`src/rtl/smvm_result_collector_pkg.sv`:
```
// Shared SMVM definitions: default result word width, counter width and the
// result collector state encoding.
package smvm_result_collector_pkg;

  // Width of an SMVM result word (data_out).
  localparam int unsigned SmvmDw = 14;

  // Width of the job row, receive and pop counters.
  localparam int unsigned CntW = 8;

  typedef enum logic [1:0] {
    StIdle    = 2'd0,
    StCollect = 2'd1,
    StDrain   = 2'd2,
    StDone    = 2'd3
  } state_e;

endpackage

```
`src/rtl/smvm_result_collector_if.sv`:
```
// Result stream bundle for the SMVM result collector.
//   in_valid/in_data   : upstream SMVM results, no backpressure
//   out_valid/out_data : FIFO head offered downstream
//   out_ready          : downstream accepts the head word
//   out_last           : head word is the final word of the job
// master: the environment side (source of in_*, sink of out_*).
// slave : the collector side.
interface smvm_result_collector_if
  import smvm_result_collector_pkg::*;
#(
  parameter int unsigned DW = SmvmDw
);

  logic          in_valid;
  logic [DW-1:0] in_data;
  logic          out_valid;
  logic [DW-1:0] out_data;
  logic          out_ready;
  logic          out_last;

  modport master (
    output in_valid,
    output in_data,
    output out_ready,
    input  out_valid,
    input  out_data,
    input  out_last
  );

  modport slave (
    input  in_valid,
    input  in_data,
    input  out_ready,
    output out_valid,
    output out_data,
    output out_last
  );

endinterface

```
`src/rtl/smvm_res_fifo.sv`:
```
// First-word-fall-through result FIFO.
//   clk, rst_n : clock, asynchronous active-low reset
//   push       : write push_data (accepted when not full, or when popping)
//   push_data  : word to write
//   pop        : remove the head word (ignored when empty)
//   pop_data   : head word, reads 0 while empty
//   full/empty : occupancy flags
//   level      : current occupancy, 0..DEPTH
module smvm_res_fifo
  import smvm_result_collector_pkg::*;
#(
  parameter int unsigned DEPTH = 16,
  parameter int unsigned DW    = SmvmDw
) (
  input  logic                    clk,
  input  logic                    rst_n,
  input  logic                    push,
  input  logic [DW-1:0]           push_data,
  input  logic                    pop,
  output logic [DW-1:0]           pop_data,
  output logic                    full,
  output logic                    empty,
  output logic [$clog2(DEPTH):0]  level
);

  localparam int unsigned AW = $clog2(DEPTH);
  localparam int unsigned LW = AW + 1;

  logic [DW-1:0] mem_q [DEPTH];
  logic [AW-1:0] wr_ptr_q, rd_ptr_q;
  logic [LW-1:0] cnt_q;
  logic          do_push, do_pop;

  assign do_pop  = pop && !empty;
  // When full, a same-cycle pop frees the slot being written.
  assign do_push = push && (!full || do_pop);

  always_ff @(posedge clk or negedge rst_n) begin
    if (!rst_n) begin
      wr_ptr_q <= '0;
      rd_ptr_q <= '0;
      cnt_q    <= '0;
    end else begin
      if (do_push) wr_ptr_q <= wr_ptr_q + 1'b1;
      if (do_pop)  rd_ptr_q <= rd_ptr_q + 1'b1;
      case ({do_push, do_pop})
        2'b10:   cnt_q <= cnt_q + 1'b1;
        2'b01:   cnt_q <= cnt_q - 1'b1;
        default: cnt_q <= cnt_q;
      endcase
    end
  end

  // Storage is not reset; the head is masked while empty.
  always_ff @(posedge clk) begin
    if (do_push) mem_q[wr_ptr_q] <= push_data;
  end

  assign full     = (cnt_q == LW'(DEPTH));
  assign empty    = (cnt_q == '0);
  assign level    = cnt_q;
  assign pop_data = empty ? '0 : mem_q[rd_ptr_q];

endmodule

```
`src/rtl/smvm_result_collector.sv`:
```
// SMVM result collector: buffers one job of result words from the SMVM core
// in a FWFT FIFO and streams them downstream, flagging the job's last word.
//   clk, rst_n : clock, asynchronous active-low reset
//   start      : one-cycle pulse starting a job (honoured only in IDLE)
//   rows_cfg   : expected word count, sampled on start (0 = empty job)
//   bus        : in_valid/in_data upstream, out_valid/out_data/out_ready/
//                out_last downstream
//   busy       : job in COLLECT or DRAIN
//   done       : one-cycle completion pulse
//   overflow   : sticky, a word was dropped during the job
//   level      : FIFO occupancy
module smvm_result_collector
  import smvm_result_collector_pkg::*;
#(
  parameter int unsigned DEPTH = 16,
  parameter int unsigned DW    = SmvmDw
) (
  input  logic                    clk,
  input  logic                    rst_n,
  input  logic                    start,
  input  logic [CntW-1:0]         rows_cfg,
  smvm_result_collector_if.slave  bus,
  output logic                    busy,
  output logic                    done,
  output logic                    overflow,
  output logic [$clog2(DEPTH):0]  level
);

  localparam int unsigned LW = $clog2(DEPTH) + 1;

  state_e          state_q, state_d;
  logic [CntW-1:0] rows_q, rcv_cnt_q, pop_cnt_q;
  logic            overflow_q;

  logic            fifo_full, fifo_empty, fifo_pop;
  logic [LW-1:0]   fifo_level;
  logic [DW-1:0]   fifo_head;
  logic            push_req, push_ok, drop_full, stray_in;
  logic            start_job, last_rcv, last_pop, out_last;

  // Upstream words are only taken while collecting; in IDLE they are ignored.
  assign push_req  = (state_q == StCollect) && bus.in_valid;
  assign fifo_pop  = !fifo_empty && bus.out_ready;
  assign push_ok   = push_req && (!fifo_full || fifo_pop);
  assign drop_full = push_req && fifo_full && !fifo_pop;
  assign stray_in  = bus.in_valid && ((state_q == StDrain) || (state_q == StDone));
  assign start_job = (state_q == StIdle) && start && (rows_cfg != '0);
  // Reception of word rows-1 ends collection even if the word was dropped.
  assign last_rcv  = push_req && (rcv_cnt_q == rows_q - CntW'(1));
  assign last_pop  = fifo_pop && out_last;

  smvm_res_fifo #(
    .DEPTH (DEPTH),
    .DW    (DW)
  ) u_fifo (
    .clk       (clk),
    .rst_n     (rst_n),
    .push      (push_ok),
    .push_data (bus.in_data),
    .pop       (fifo_pop),
    .pop_data  (fifo_head),
    .full      (fifo_full),
    .empty     (fifo_empty),
    .level     (fifo_level)
  );

  // State register.
  always_ff @(posedge clk or negedge rst_n) begin
    if (!rst_n) begin
      state_q <= StIdle;
    end else begin
      state_q <= state_d;
    end
  end

  // Next-state logic.
  always_comb begin
    state_d = state_q;
    case (state_q)
      StIdle: begin
        if (start) state_d = (rows_cfg != '0) ? StCollect : StDone;
      end
      StCollect: begin
        if (last_rcv) state_d = StDrain;
      end
      StDrain: begin
        // Second term covers jobs whose last word was dropped.
        if (last_pop || (fifo_empty && (rcv_cnt_q == rows_q))) state_d = StDone;
      end
      StDone: begin
        state_d = StIdle;
      end
      default: begin
        state_d = StIdle;
      end
    endcase
  end

  // Outputs.
  always_comb begin
    busy = 1'b0;
    done = 1'b0;
    case (state_q)
      StCollect, StDrain: busy = 1'b1;
      StDone:             done = 1'b1;
      default:            ;
    endcase
    out_last = !fifo_empty && (pop_cnt_q == rows_q - CntW'(1));
  end

  // Job counters and sticky overflow; counters saturate rather than wrap.
  always_ff @(posedge clk or negedge rst_n) begin
    if (!rst_n) begin
      rows_q     <= '0;
      rcv_cnt_q  <= '0;
      pop_cnt_q  <= '0;
      overflow_q <= 1'b0;
    end else if (start_job) begin
      rows_q     <= rows_cfg;
      rcv_cnt_q  <= '0;
      pop_cnt_q  <= '0;
      overflow_q <= 1'b0;
    end else begin
      if (push_req && (rcv_cnt_q != '1)) rcv_cnt_q <= rcv_cnt_q + CntW'(1);
      if (fifo_pop && (pop_cnt_q != '1)) pop_cnt_q <= pop_cnt_q + CntW'(1);
      if (drop_full || stray_in)         overflow_q <= 1'b1;
    end
  end

  assign bus.out_valid = !fifo_empty;
  assign bus.out_data  = fifo_head;
  assign bus.out_last  = out_last;
  assign overflow      = overflow_q;
  assign level         = fifo_level;

endmodule

```
`src/flat_wrapper.sv`:
```
// flat-port wrapper written by rule: the top's interface ports become plain ports
module smvm_result_collector_flat import smvm_result_collector_pkg::*;
#(
  parameter int unsigned DEPTH = 16,
  parameter int unsigned DW    = SmvmDw
)
  (clk, rst_n, start, rows_cfg, busy, done, overflow, level, bus_in_valid, bus_in_data, bus_out_ready, bus_out_valid, bus_out_data, bus_out_last);
  smvm_result_collector_if #(.DW(DW)) bus_i ();
  input  logic clk;
  input  logic rst_n;
  input  logic start;
  input  logic [CntW-1:0] rows_cfg;
  output logic busy;
  output logic done;
  output logic overflow;
  output logic [$clog2(DEPTH):0] level;
  input wire logic [$bits(bus_i.in_valid)-1:0] bus_in_valid;
  input wire logic [$bits(bus_i.in_data)-1:0] bus_in_data;
  input wire logic [$bits(bus_i.out_ready)-1:0] bus_out_ready;
  output wire logic [$bits(bus_i.out_valid)-1:0] bus_out_valid;
  output wire logic [$bits(bus_i.out_data)-1:0] bus_out_data;
  output wire logic [$bits(bus_i.out_last)-1:0] bus_out_last;
  assign bus_i.in_valid = bus_in_valid;
  assign bus_i.in_data = bus_in_data;
  assign bus_i.out_ready = bus_out_ready;
  assign bus_out_valid = bus_i.out_valid;
  assign bus_out_data = bus_i.out_data;
  assign bus_out_last = bus_i.out_last;
  smvm_result_collector #(.DEPTH(DEPTH), .DW(DW)) u_core (.clk(clk), .rst_n(rst_n), .start(start), .rows_cfg(rows_cfg), .bus(bus_i), .busy(busy), .done(done), .overflow(overflow), .level(level));
endmodule
```
`config.mk`:
```
export PLATFORM = sky130hd
export DESIGN_NAME = smvm_result_collector_flat
export DESIGN_NICKNAME = d
export VERILOG_FILES = /design/src/rtl/smvm_result_collector_pkg.sv /design/src/rtl/smvm_result_collector_if.sv /design/src/rtl/smvm_res_fifo.sv /design/src/rtl/smvm_result_collector.sv /design/src/flat_wrapper.sv
export SDC_FILE = /design/constraint.sdc
export NUM_CORES = 1
export LEC_CHECK = 0
export BUFFER_PORTS_ARGS = -buffer_cell sky130_fd_sc_hd__buf_2
export CORE_AREA = 2 2 170 172
export DETAILED_ROUTE_END_ITERATION = 12
export DIE_AREA = 0 0 172 174
export GPL_TIMING_DRIVEN = 0
export PLACE_DENSITY = 0.64
export SYNTH_ARGS = -nofsm -noshare
export SYNTH_HDL_FRONTEND = slang
export SYNTH_SLANG_ARGS = --single-unit
```
`constraint.sdc`:
```
create_clock -name clk -period 4.55 [get_ports clk]
set_input_delay 0.2275 -clock clk [delete_from_list [all_inputs] [get_ports clk]]
set_output_delay 0.2275 -clock clk [all_outputs]
set_load 0.005 [all_outputs]
```
Yosys cells after proc, flatten, opt, wreduce, memory -nomap -nowiden --
Memories as Yosys holds them, arrays and structs flattened. Cells that the tools add are included.
Word-level totals: register bits 40, latch bits 0, memory bits (writable) 224, ROM bits 0, output and inout bits 24, logic and storage cells 80, memories kept 1
Cells by class: add/subtract/negate cells 7, multiply operators 0, div/mod/pow operators 0, magnitude comparators 0, equality and inequality tests 14, shift operators 0, mux-type cells 17, bitwise operators 0, reductions and logical operators 33
Memories:
- u_core.u_fifo.mem_q | words 16, width 14, rd ports 1, clocked after Yosys merged registers in 0, write ports 1, line smvm_res_fifo.sv:29 | logic [DW-1:0] mem_q [DEPTH];
Operator list (count):
- 2-to-1 mux 8 bit | 4
- == test 8 bit | 3
- adder 8 x 1 -> 8 bit, second input constant | 2
- logical AND 1 bit | 16
- != test 8 bit, second input constant | 2
- 2-to-1 mux 14 bit | 1
- one-hot mux 5 bit (2 select lines) | 1
- adder 4 x 1 -> 4 bit, second input constant | 2
- 2-to-1 mux 2 bit | 4
- one-hot mux 2 bit (4 select lines) | 1
- nonzero test 2 bit | 4
- nonzero test 8 bit | 1
- subtractor 8 x 1 -> 8 bit, second input constant | 1
- == test 2 bit, second input constant | 3
- 2-to-1 mux 1 bit | 6
- adder 5 x 1 -> 5 bit, second input constant | 1
- == test 5 bit, second input constant | 1
- logical NOT 5 bit | 1
- logical OR 1 bit | 5
- subtractor 5 x 1 -> 5 bit, second input constant | 1
- == test 2 x 1 -> 1 bit, second input constant | 2
- != test 2 bit, second input constant | 2
- logical NOT 1 bit | 3
- AND reduction 3 bit | 1
- other kinds (3) | 3

Longest topological paths before layout --
word-level depth 8, depth in mapped cells 14, gate-level depth less buffers 14

Cells and area by module --
Synthesis repeated with hierarchy kept, for this count alone.
Unflattened totals: cells, all modules 650, area total of the unflattened synthesis 11493.5 µm²
Modules (own cells, without submodules):
- smvm_res_fifo | times used 1, cells each 453, area each 9680.5 µm², seq. area each 7051.8 µm²
- smvm_result_collector | times used 1, cells each 197, area each 1813.0 µm², seq. area each 675.6 µm²

Worst setup path before layout --
No wires, ideal clock.
path type register to register, start point reg u_core.u_fifo.cnt_q[1], in the netlist u_core.u_fifo.level[1], end point reg u_core.u_fifo.cnt_q[4], in the netlist u_core.u_fifo.level[4], library setup time 0.128 ns, arrival time 2.661 ns, data required time 4.422 ns, setup slack 1.761 ns, cell stages (with the launch flop) 14, path through dfrtp_1 > or4_4 > nor3b_1 > nor2_1 > inv_2 > ha_1 > inv_1 > fa_1 > inv_1 > a21o_1 > a21oi_1 > xnor2_1 > nor2_1 > xor2_1
Between the ends: word-level cells in the longest chain between the ends 8, elaborated cells on any way between the ends 16
Ends and longest elaborated chain:
- from (decl) | line smvm_res_fifo.sv:31 | logic [LW-1:0] cnt_q;
- from (signal assigned) | line smvm_res_fifo.sv:47 | 2'b10: cnt_q <= cnt_q + 1'b1;
- from (signal assigned) | line smvm_res_fifo.sv:48 | 2'b01: cnt_q <= cnt_q - 1'b1;
- from (signal assigned) | line smvm_res_fifo.sv:49 | default: cnt_q <= cnt_q;
- logical NOT 5 bit | line smvm_res_fifo.sv:60 | assign empty = (cnt_q == '0);
- logical NOT 1 bit | line smvm_res_fifo.sv:34, smvm_result_collector.sv:43
- logical AND 1 bit | line smvm_result_collector.sv:43 | assign fifo_pop = !fifo_empty && bus.out_ready;
- logical OR 1 bit or logical AND 1 bit (tied branches) | line smvm_result_collector.sv:44, smvm_res_fifo.sv:34
- logical AND 1 bit or logical OR 1 bit (tied branches) | line smvm_result_collector.sv:44, smvm_res_fifo.sv:36
- logical AND 1 bit | line smvm_res_fifo.sv:36 | assign do_push = push && (!full || do_pop);
- == test 2 x 1 -> 1 bit or == test 2 bit (tied branches) | line smvm_res_fifo.sv:46 | case ({do_push, do_pop})
- one-hot mux 5 bit (2 select lines) or nonzero test 2 bit (tied branches)
Parallel ways exist; a longest one is shown, timed or not. A chain may end at the register's enable or synchronous reset.

Worst setup path after layout --
start point reg u_core.u_fifo.rd_ptr_q[1], end point out bus_out_data[12]
Between the ends: word-level cells in the longest chain between the ends 2
Ends and longest elaborated chain:
- from (decl) | line smvm_res_fifo.sv:30 | logic [AW-1:0] wr_ptr_q, rd_ptr_q;
- from (signal assigned) | line smvm_res_fifo.sv:45 | if (do_pop) rd_ptr_q <= rd_ptr_q + 1'b1;
- memory read (16 x 14 bit)
- 2-to-1 mux 14 bit | line smvm_res_fifo.sv:62 | assign pop_data = empty ? '0 : mem_q[rd_ptr_q];
- to (decl) | line flat_wrapper.sv:21 | output wire logic [$bits(bus_i.out_data)-1:0] bus_out_data;
No other way between the ends.

==> results.yml <==
run_status:
  run_status: "complete, no violations"
final_layout:
  synthToLayoutAreaGrowth_pct: 17.88
  nets: 754
  regArea_um2: 7727
  fillers: 2422
  diodes: 0
  multi_input_area_um2: 3216
  drive_gt1_share_pct: 29.18
floorplan:
  fp-row-count: 62
  coreArea_um2: 28240
  die_area_um2: 29930
  io_pins: 51
  start_util_pct: 39.37
  die_h_um: 174
  die_x_um: 172
yosys:
  synth_edf_count: 224
  synth_seq_cells: 264
  syn_nets: 648
  synth_warnings: 0
  ys.flop_type: "edfxtp_1"
  synth_cell_types: 56
  async_reset_ff_share_pct: 15.15
  syn_avg_cell_area_um2: 18.43
  syn_inst: 603
  synthesis.area_um2: 11120
  synth_seq_area_share_pct: 69.52
setup_path:
  end_kind: "output port"
  ff2ff_setup_slack_ns: 1.35
  arrival_ns: 3.21
  crit_type: "flop to output port"
  cp.required_ns: 4.32
  ff2ff_path_depth: 13
  r2r_start: "u_core.u_fifo.level[1]"
  cp_max_fo: 10
  r2r_end: "u_core.u_fifo.level[4]"
  start_kind: "flop"
route:
  ant_nets: 0
  drcViolationCount: 0
  vias: 5839
  drt_pre_antenna_iters: 5
  routed_via_density: 5.241
  drtIter0Drc: 527
  drt_wl_total_um: 24750
  wire_per_inst_um: 22.22
global_route:
  grt_usage_pct: 16.97
  grt.overflow.total: 0
  antenna_found_initial: 0
  grt_pass1_vias: 6206
  grt_first_pass_wirelength_um: 37230
  grt_start_max_net_pins: 41
min_path:
  holdPathEnd: "u_core.u_fifo.mem_q[0][11]"
  hold_start: "bus_in_data[11]"
  min_path_cells: 1
  hold_class: "primary input to flop"
timing:
  worst_slew_pin_slew_ns: 0.9647
  fin_tns_setup_ns: 0
  layout_min_cycle_time_ns: 3.434
  period_share_pct: 75.47
  hold_viol_final: 0
  slew_headroom_pct: 35.69
  rsz0062_at_grt: "false"
  maxSlewViolCount: 0
  finClkSkew_ns: 0.04536
  setup_viol: 0
  hold_slack_ns: 0.03072
  max_freq_ghz: 0.2912
clock_network:
  cts_setup_buffers: 0
  clock_path_buffers: 3
  cts_tree: "built"
  holdBufCountCts: 10
  cts-root-buf: "clkbuf_16"
  clock_sinks: 264
  htree_levels: 1
  insertion_delay_ns: 0.57
  cts_buffers: 28
  cts.clk_slew.worst_paths_ns: 0.06
  cts_resized: 0
place:
  gp_congestion: 0.8274
  dpl.hpwl_um: 16780
  portBuffers: 50
run:
  cap_violations: 0
pwr:
  leakage_nw: 4.531
  powerDensity_nw_per_um2: 369.2
  irDropWorstVdd_v: 0.0002705
-- power by group --
group | switching [W] | total [W] | internal, W | leakage [nW]
sequential | 0.0000000000000000000235 | 0.00262 | 0.00262 | 2.54
combinational | 0.0000362 | 0.0000502 | 0.0000140 | 1.56
clock | 0.000908 | 0.00216 | 0.00125 | 0.434
-- cells by family (layout without fill, tap and decap cells) --
group | after synthesis | count (layout) | synth area share, %
AOI/OAI and AO/OA | 35 | 35 | 2.083
xor gates and xnor gates | 45 | 45 | 3.546
adders and majority gates | 18 | 18 | 2.094
buffers and inverters | 42 | 169 | 2.004
DFF | 264 | 264 | 69.52
muxes | 79 | 79 | 15.20
and+or+nand+nor | 120 | 120 | 5.561
-- per-layer routing --
metal | up-vias | track usage, % | routed length, um
li1 | 2585 | - | -
met1 | 3026 | 22.65 | 10360
met3 | 54 | 2.095 | 1026
met4 | 0 | 5.392 | 805
met2 | 174 | 29.00 | 12560
met5 | - | 0 | 0
-- state kept, by name, indices dropped and copies added, names as in the netlist --
register and flops:
u_core.state_q 2, u_core.u_fifo.wr_ptr_q 4, u_core.pop_cnt_q 8, u_core.rows_q 8, u_core.u_fifo.level 5, u_core.overflow 1, u_core.u_fifo.rd_ptr_q 4, u_core.rcv_cnt_q 8
u_core.u_fifo.mem_q 224
-- Yosys cell counts (all sizes together) (14+ instances only) --
cell type  count  area share [%]
and2          14            0.79
buf           17             1.2
dfrtp         40             9.0
edfxtp       224              61
ha            17             1.9
inv           14            0.47
mux4          70              14
nand2         24            0.81
nor2          35             1.2
xnor2         31             2.4
xor2          14             1.1
-- worst max path at each step --
stage                               from                   endpoint  slack, ns  depth (start not counted)
2_1_floorplan     u_core.u_fifo.level[1]     u_core.u_fifo.level[4]       1.76                         13
3_3_place_gp           u_core.state_q[1]  u_core.u_fifo.mem_q[3][8]       0.17                          6
3_5_place_dp      u_core.u_fifo.level[1]     u_core.u_fifo.level[4]       1.31                         13
4_1_cts        u_core.u_fifo.rd_ptr_q[1]           bus_out_data[12]       1.07                          6
5_1_grt        u_core.u_fifo.rd_ptr_q[1]            bus_out_data[7]       0.98                          6
6_report       u_core.u_fifo.rd_ptr_q[1]           bus_out_data[12]       1.12                          6
-- worst max-delay path: stages (launching register included) --
cell and delay (ns):
dfrtp_1 0.41, buf_2 0.33, buf_1 0.72, mux4_2 0.43, mux4_2 0.49, and2_1 0.17
buf_2 0.12
-- cell usage in the layout, fill, tap and decap left out, drive strengths merged, types with 2 or more instances in the layout --
cell	instances
or4	2
and2	14
and3	5
xnor2	31
mux2	6
a21oi	11
nor4	7
dlygate4sd3	10
bufinv	2
ha	17
clkinv	12
nand2b	2
buf	83
mux2i	3
a21o	3
o21ai	9
nor3b	4
or3	2
o211ai	2
mux4	70
xor2	14
nor2	35
nand3	5
nor2b	3
edfxtp	224
dfrtp	40
nand4	5
nor3	9
clkbuf	46
nand2	24
a41oi	2
inv	15
-- through the flow --
| stage | std cells | util, % | power (W) | instance area, um^2 | worst slack, ns |
|---|---|---|---|---|---|
| after floorplan | 603 | - | 0.002677 | 11120 | 1.761 |
| after global placement | 1037 | 41.95 | 0.002714 | 11850 | 0.1735 |
| after detailed placement | 1053 | 42.90 | 0.002720 | 12110 | 1.306 |
| after CTS | 1114 | 46.40 | 0.004885 | 13100 | 1.066 |
| after global routing | 1114 | 46.40 | 0.004985 | 13100 | 0.9802 |
| final | 1114 | 46.40 | 0.004837 | 13100 | 1.116 |
-- final cells by class --
type,instances,area share [%]
buffer,28,1.299
clock buffer,35,5.548
clock inverter,16,1.232
inverter,14,0.4011
multi-input combinational,297,24.54
sequential,264,58.98
tap,384,3.667
timing repair buffer,76,4.335
(Power assumes the default switching activity.)
